<file path="src/rtl/perf_counter_unit.sv">
// Performance counter block: NUM_CH event counters plus a free-running cycle
// counter, gated by an IDLE/RUN/FROZEN state machine, with a one-cycle read port.
module perf_counter_unit #(
    parameter int NUM_CH   = 6,
    parameter int CNT_W    = 16,
    parameter int SEL_W    = 3,
    parameter int SAT_MODE = 0
) (
    input  logic              clk,
    input  logic              rst_n,
    input  logic              en,
    input  logic              clr,
    input  logic              halt,
    input  logic [NUM_CH-1:0] evt,
    input  logic              rd_req,
    input  logic [SEL_W-1:0]  rd_sel,
    output logic              rd_valid,
    output logic [CNT_W-1:0]  rd_data,
    output logic              rd_err,
    output logic [NUM_CH:0]   ovf,
    output logic              halted
);

    typedef enum logic [1:0] {IDLE, RUN, FROZEN} state_t;

    state_t             state;
    state_t             state_nxt;
    logic [CNT_W-1:0]   cnt     [NUM_CH+1];
    logic [CNT_W-1:0]   cnt_nxt [NUM_CH+1];
    logic [NUM_CH:0]    ovf_q;
    logic [NUM_CH:0]    ovf_nxt;
    logic [NUM_CH:0]    hit;
    logic [CNT_W:0]     bumped;
    logic               vld_p1;
    logic [SEL_W-1:0]   sel_p1;

    // Returns {overflow, next value}; all-ones either wraps to zero or sticks.
    function automatic logic [CNT_W:0] bump(input logic [CNT_W-1:0] v);
        if (&v) begin
            if (SAT_MODE != 0) bump = {1'b1, v};
            else               bump = {1'b1, {CNT_W{1'b0}}};
        end else begin
            bump = {1'b0, v + CNT_W'(1)};
        end
    endfunction

    always_ff @(posedge clk or negedge rst_n) begin
        if (!rst_n) state <= IDLE;
        else        state <= state_nxt;
    end

    // clr wins over a same-cycle en or halt; it only moves FROZEN back to IDLE.
    always_comb begin
        state_nxt = state;
        case (state)
            IDLE:    if (en && !clr)   state_nxt = RUN;
            RUN:     if (halt && !clr) state_nxt = FROZEN;
            FROZEN:  if (clr)          state_nxt = IDLE;
            default:                   state_nxt = IDLE;
        endcase
    end

    // Top bit of hit is the cycle counter, which counts every RUN cycle.
    always_comb begin
        hit     = {1'b1, evt};
        ovf_nxt = ovf_q;
        bumped  = '0;
        for (int i = 0; i <= NUM_CH; i++) begin
            cnt_nxt[i] = cnt[i];
            if (state == RUN && hit[i]) begin
                bumped     = bump(cnt[i]);
                cnt_nxt[i] = bumped[CNT_W-1:0];
                ovf_nxt[i] = ovf_q[i] | bumped[CNT_W];
            end
        end
    end

    always_ff @(posedge clk or negedge rst_n) begin
        if (!rst_n) begin
            for (int i = 0; i <= NUM_CH; i++) cnt[i] <= '0;
            ovf_q <= '0;
        end else if (clr) begin
            for (int i = 0; i <= NUM_CH; i++) cnt[i] <= '0;
            ovf_q <= '0;
        end else begin
            for (int i = 0; i <= NUM_CH; i++) cnt[i] <= cnt_nxt[i];
            ovf_q <= ovf_nxt;
        end
    end

    // Read stage p1: the select is registered and the counter array, already
    // holding the post-update values, is muxed combinationally.
    always_ff @(posedge clk or negedge rst_n) begin
        if (!rst_n) begin
            vld_p1 <= 1'b0;
            sel_p1 <= '0;
        end else begin
            vld_p1 <= rd_req;
            sel_p1 <= rd_sel;
        end
    end

    always_comb begin
        rd_data = '0;
        if (vld_p1) begin
            for (int i = 0; i <= NUM_CH; i++) begin
                if (sel_p1 == SEL_W'(i)) rd_data = cnt[i];
            end
        end
    end

    assign rd_valid = vld_p1;
    assign rd_err   = vld_p1 && (sel_p1 > SEL_W'(NUM_CH));
    assign ovf      = ovf_q;
    assign halted   = (state == FROZEN);

endmodule

</file>
<file path="config.mk">
export PLATFORM = sky130hd
export DESIGN_NAME = perf_counter_unit
export DESIGN_NICKNAME = d
export VERILOG_FILES = /design/src/rtl/perf_counter_unit.sv
export SDC_FILE = /design/constraint.sdc
export NUM_CORES = 1
export LEC_CHECK = 0
export BUFFER_PORTS_ARGS = -buffer_cell sky130_fd_sc_hd__buf_4
export CAP_MARGIN = 0
export CORE_MARGIN = 1.5
export CORE_UTILIZATION = 69
export CTS_BUF_LIST = sky130_fd_sc_hd__clkbuf_4
export DETAILED_ROUTE_END_ITERATION = 6
export PLACE_DENSITY = 0.88
export SYNTH_ARGS = -nofsm -noshare
export SYNTH_HDL_FRONTEND = slang
export SYNTH_SLANG_ARGS = --single-unit
export TNS_END_PERCENT = 5
</file>
<file path="constraint.sdc">
create_clock -name clk -period 5.3 [get_ports clk]
set_clock_uncertainty 0.2 [all_clocks]
set_input_delay 1.06 -clock clk [delete_from_list [all_inputs] [get_ports clk]]
set_output_delay 1.06 -clock clk [all_outputs]
set_load 0.02 [all_outputs]
</file>
* Yosys cells after proc, flatten, opt, wreduce, memory -nomap -nowiden
Cells that the tools add are included.
** Word-level totals
- Latch bits :: 0
- Memory bits (writable) :: 0
- Flip-flop bits (word level) :: 125
- Bits in read-only memories :: 0
- Output and inout port bits :: 26
- Input bits :: 15
- Memories :: 0
** Operators by class
- Multipliers :: 0
- Equal/unequal tests :: 11
- Shift-type cells :: 0
- Magnitude comparators :: 1
- Multiplexer cells :: 42
- Add/subtract/negate cells :: 7
- Div/mod/pow operators :: 0
- Reduce and logical (&&, ||, !) cells :: 27
- Bitwise logic cells :: 7
** Operators with widths (number)
- 16-bit two-way mux :: 15
- 17-bit two-way mux :: 14
- 16-bit by 1-bit adder with 16-bit output, second input constant :: 7
- 112-bit two-way mux :: 1
- 16-bit AND reduction :: 7
- 2-bit nonzero test :: 7
- 3-bit equality test, second input constant :: 3
- 1-bit logical AND :: 9
- 1-bit two-way mux :: 7
- 7-bit two-way mux :: 1
- 1-bit bitwise OR :: 7
- 3-bit by 2-bit equality test with 1-bit output, second input constant :: 2
- 2-bit two-way mux :: 3
- 2-bit inequality test, second input constant :: 3
- 2-bit one-hot mux with 3 select lines :: 1
- 3-bit by 1-bit equality test with 1-bit output, second input constant :: 1
- 3-bit greater-than comparator, second input constant :: 1
- 3-bit zero test :: 1
- 3-bit AND reduction :: 1
- 2-bit by 1-bit equality test with 1-bit output, second input constant :: 1
- 2-bit equality test, second input constant :: 1
- 2-bit zero test :: 1
- 1-bit zero test :: 1

* Logic depth before layout (Yosys ltp)
- Depth after elaboration :: 9
- Mapped depth :: 7
- Mapped depth without buffers :: 6

* Worst setup path before layout
OpenSTA, ideal clock, no wires.
- Path type :: register to output
- Start :: reg sel_p1[1]
- End :: out rd_data[11]
- Cell stages (with the launch flop) :: 7
- Path slack :: 2.532 ns
- Arrival :: 1.508 ns
- Cell sequence :: dfrtp_1 -> nor2b_1 -> buf_2 -> nand2_1 -> clkbuf_1 -> o21ai_0 -> a21oi_1
** On the way
- Longest elaborated chain between the ends :: 9
- Elaborated cells on any way between the ends :: 15
- Classes of those cells :: eq/ne: 6; mux: 8; reduce/logical: 1
** RTL lines
- start, declared :: line 35 : logic [SEL_W-1:0] sel_p1;
- start signal, assigned :: line 99 : sel_p1 <= rd_sel;
- 3-bit zero test :: line 107 : if (sel_p1 == SEL_W'(i)) rd_data = cnt[i];
- 16-bit two-way mux (6 in a row) :: line 107
- 16-bit two-way mux (*) :: line 107
- 16-bit two-way mux (*) :: line 105 : if (vld_p1) begin
- end, declared :: line 18 : output logic [CNT_W-1:0] rd_data,
Mark *: on every way between the ends. The rest lies on a longest branch, timed or not.

* Worst setup path after layout
- Start :: reg sel_p1[1]
- End :: out rd_data[8]
The elaborated chain is that of the path after synthesis.

==> results.sh <==
export IMPL_async_flop_share=1.00
export IMPL_most_common_layout_cells="125 x dfrtp_1, 111 x nand2_1, 99 x nor2_1, 71 x o21ai_0, 61 x a21oi_1"
export IMPL_cts_sinks=125
export IMPL_setup_viol=0
export IMPL_ys_seq_elements=125
export IMPL_p_clk_frac=0.327
export IMPL_io_pins=41
export IMPL_wl_per_cell_um=21.2
export IMPL_crit_arrival_ns=3.08
export IMPL_grt_pass1_wl_mm=35.1
export IMPL_combPwrFrac=0.140
export IMPL_final_setup_tns_ns=0
export IMPL_powerDensity_nw_per_um2=237
export IMPL_cts_tree="done"
export IMPL_final_antenna_net_count=0
export IMPL_clockBufferDepth=2
export IMPL_synthToLayoutAreaGrowth_pct=7.35
export IMPL_drtIter0Drc=925
export IMPL_p_int_mw=1.35
export IMPL_clk_pin_slew_ns=0.11
export IMPL_crit_slowest_cell="dfrtp_1"
export IMPL_grt_usage=0.399
export IMPL_path_cells="nor2b_1 -> nand2_1 -> o21ai_0 -> a21oi_1 -> buf_4"
export IMPL_htreeDepth=4
export IMPL_drcViolationCount=0
export IMPL_synth_warnings=0
export IMPL_p_sw_uw=598
export IMPL_crit_fanout=34
export IMPL_cts_setup_buffers=0
export IMPL_dieArea_um2=11700
export IMPL_cp_end_kind="primary output"
export IMPL_vias=7190
export IMPL_finalCritPeriodShare=0.818
export IMPL_cts_repair_resized=0
export IMPL_syn_nets=905
export IMPL_avgSynthCellArea_um2=8.67
export IMPL_die_x_um=108
export IMPL_gr_total_overflow=0
export IMPL_vias_per_cell=6.80
export IMPL_finalCriticalPeriod_ns=4.34
export IMPL_yosys_most_used_dff="dfrtp_1"
export IMPL_synth_edff_count=0
export IMPL_fillers=770
export IMPL_core_area_um2=10800
export IMPL_max_freq_mhz=231
export IMPL_p_leak_nw=3.59
export IMPL_tightest_slew_ns=1.01
export IMPL_gp_congestion=0.925
export IMPL_drt_total_wl_mm=22.4
export IMPL_synth_cells=883
export IMPL_rows=38
export IMPL_pwr_share_seq=0.533
export IMPL_drive_gt1_frac=0.122
export IMPL_rsz0062_at_grt="no"
export IMPL_crit_type="reg2out"
export IMPL_seq_area_frac_synth=0.408
export IMPL_grt_max_degree=79
export IMPL_maxSlewViolCount=0
export IMPL_ctsRootBufferMaster="clkbuf_4"
export IMPL_hold_viol_final=0
export IMPL_grt_pass1_vias=6796
export IMPL_relSlewSlack=0.325
export IMPL_synthDistinctLibCells=73
export IMPL_critPathBufInv=1
export IMPL_holdCritPathClass="reg2reg"
export IMPL_syn_cell_area_um2=7660
export IMPL_numPortBuffers=40
export IMPL_drv_cap=0
export IMPL_p_sw_frac=0.306
export IMPL_required_ns=4.04
export IMPL_cts_hold_buf=0
export IMPL_mostFrequentLayoutCell="dfrtp_1"
export IMPL_register_area_um2=3130
export IMPL_status="finished clean"
export IMPL_antennaDiodeCount=0
export IMPL_numCtsBuffers=17
export IMPL_dieHeight_um=108
export IMPL_synth_top_area_frac=0.408
export IMPL_crit_family="simple AND/OR/NAND/NOR gates"
export IMPL_holdWs_ns=0.310
export IMPL_dp_hpwl_mm=16.4
export IMPL_synth_area_top_cells="dfrtp_1 41%, nand2_1 5.4%, nor2_1 4.9%"
export IMPL_multi_input_area_um2=4280
export IMPL_grt_antenna_before_repair=0
export IMPL_start_util=0.707
export IMPL_insertion_delay_ns=0.56
export IMPL_max_stage_delay_ns=0.94
export IMPL_critPathLaunchType="register"
export IMPL_synth_largest_area_cell="dfrtp_1"
export IMPL_nets=927
export IMPL_ir_drop_mv=0.239
export IMPL_first_pass_iters=6
## area by class of cell
type                    instances  share of cell area
clock inverters                11              0.0122
inverters                      13             0.00593
repair buffers                 45              0.0411
multi-input cells             703               0.520
clock buffers                  21              0.0192
flip-flops and latches        125               0.380
well taps                     140              0.0213
## power groups by stage
stage               registers [mW]  logic, mW  clock network (mW)
floorplan                     1.02      0.200                   0
global placement              1.06      0.256                   0
detailed placement            1.06      0.268                   0
CTS                           1.04      0.269               0.643
global route                  1.05      0.295               0.686
finish                        1.04      0.273               0.638
## tightest hold or removal path: stages (launching register included)
cell and delay [ns]:
dfrtp_1 0.36, nor2_1 0.05, nor2_1 0.07
## path summary, 6_finish.rpt
check                           slack, ns                  from  cells after the start                   to
worst max-delay path                 0.96   sel_p1[1]$_DFF_PN0_                      5           rd_data[8]
worst min-delay path                 0.31    ovf[4]$_DFFE_PN0P_                      2   ovf[4]$_DFFE_PN0P_
min in group asynchronous            0.47                 rst_n                      1  cnt[51]$_DFFE_PN0P_
max in group asynchronous            3.46                 rst_n                      2  cnt[28]$_DFFE_PN0P_
worst min register to register       0.31    ovf[4]$_DFFE_PN0P_                      2   ovf[4]$_DFFE_PN0P_
worst max register to register       2.52  state[0]$_DFFE_PN0P_                      5  cnt[76]$_DFFE_PN0P_
## stage by stage
stage	instances	power, mW	util	setup slack, ns	area [um^2]
after global routing	1058	2.03	0.759	0.692	8220
after CTS	1058	1.95	0.759	0.988	8220
after detailed placement	1026	1.32	0.735	1.62	7970
after floorplan	883	1.22	-	2.53	7660
after global placement	1026	1.31	0.735	1.77	7970
final	1058	1.95	0.759	0.963	8220
## cells in the mapped netlist, drive strengths merged, types with 21 or more instances
cell and n:
buf 26, dfrtp 125, nor3 24, nand4 29, xor2 32, nand2 111
nand3 50, o21ai 72, a21oi 65, nor2 101, xnor2 23, nor2b 21
## sequential cells by signal, summed over array words and instances (netlist names)
name      count
sel_p1        3
cnt         112
rd_valid      1
state         2
ovf           7
## logic make-up after synthesis
kind of cell / Yosys count / share of synthesized area
adders and majority gates: 7 / 0.0114
xor gates and xnor gates: 55 / 0.0629
muxes: 23 / 0.0336
AOI/OAI and AO/OA: 204 / 0.162
and+or+nand+nor: 414 / 0.288
buffers and inverters: 55 / 0.0335
DFF: 125 / 0.408
## layer usage
metal | part of all wire | GRT usage | vias to the layer above
li1 | - | - | 3213
met1 | 0.38 | 0.515 | 3453
met2 | 0.47 | 0.633 | 441
met3 | 0.11 | 0.105 | 83
met4 | 0.038 | 0.175 | 0
met5 | 0 | 0 | -
Note: power is estimated with default switching activity, not from simulation.
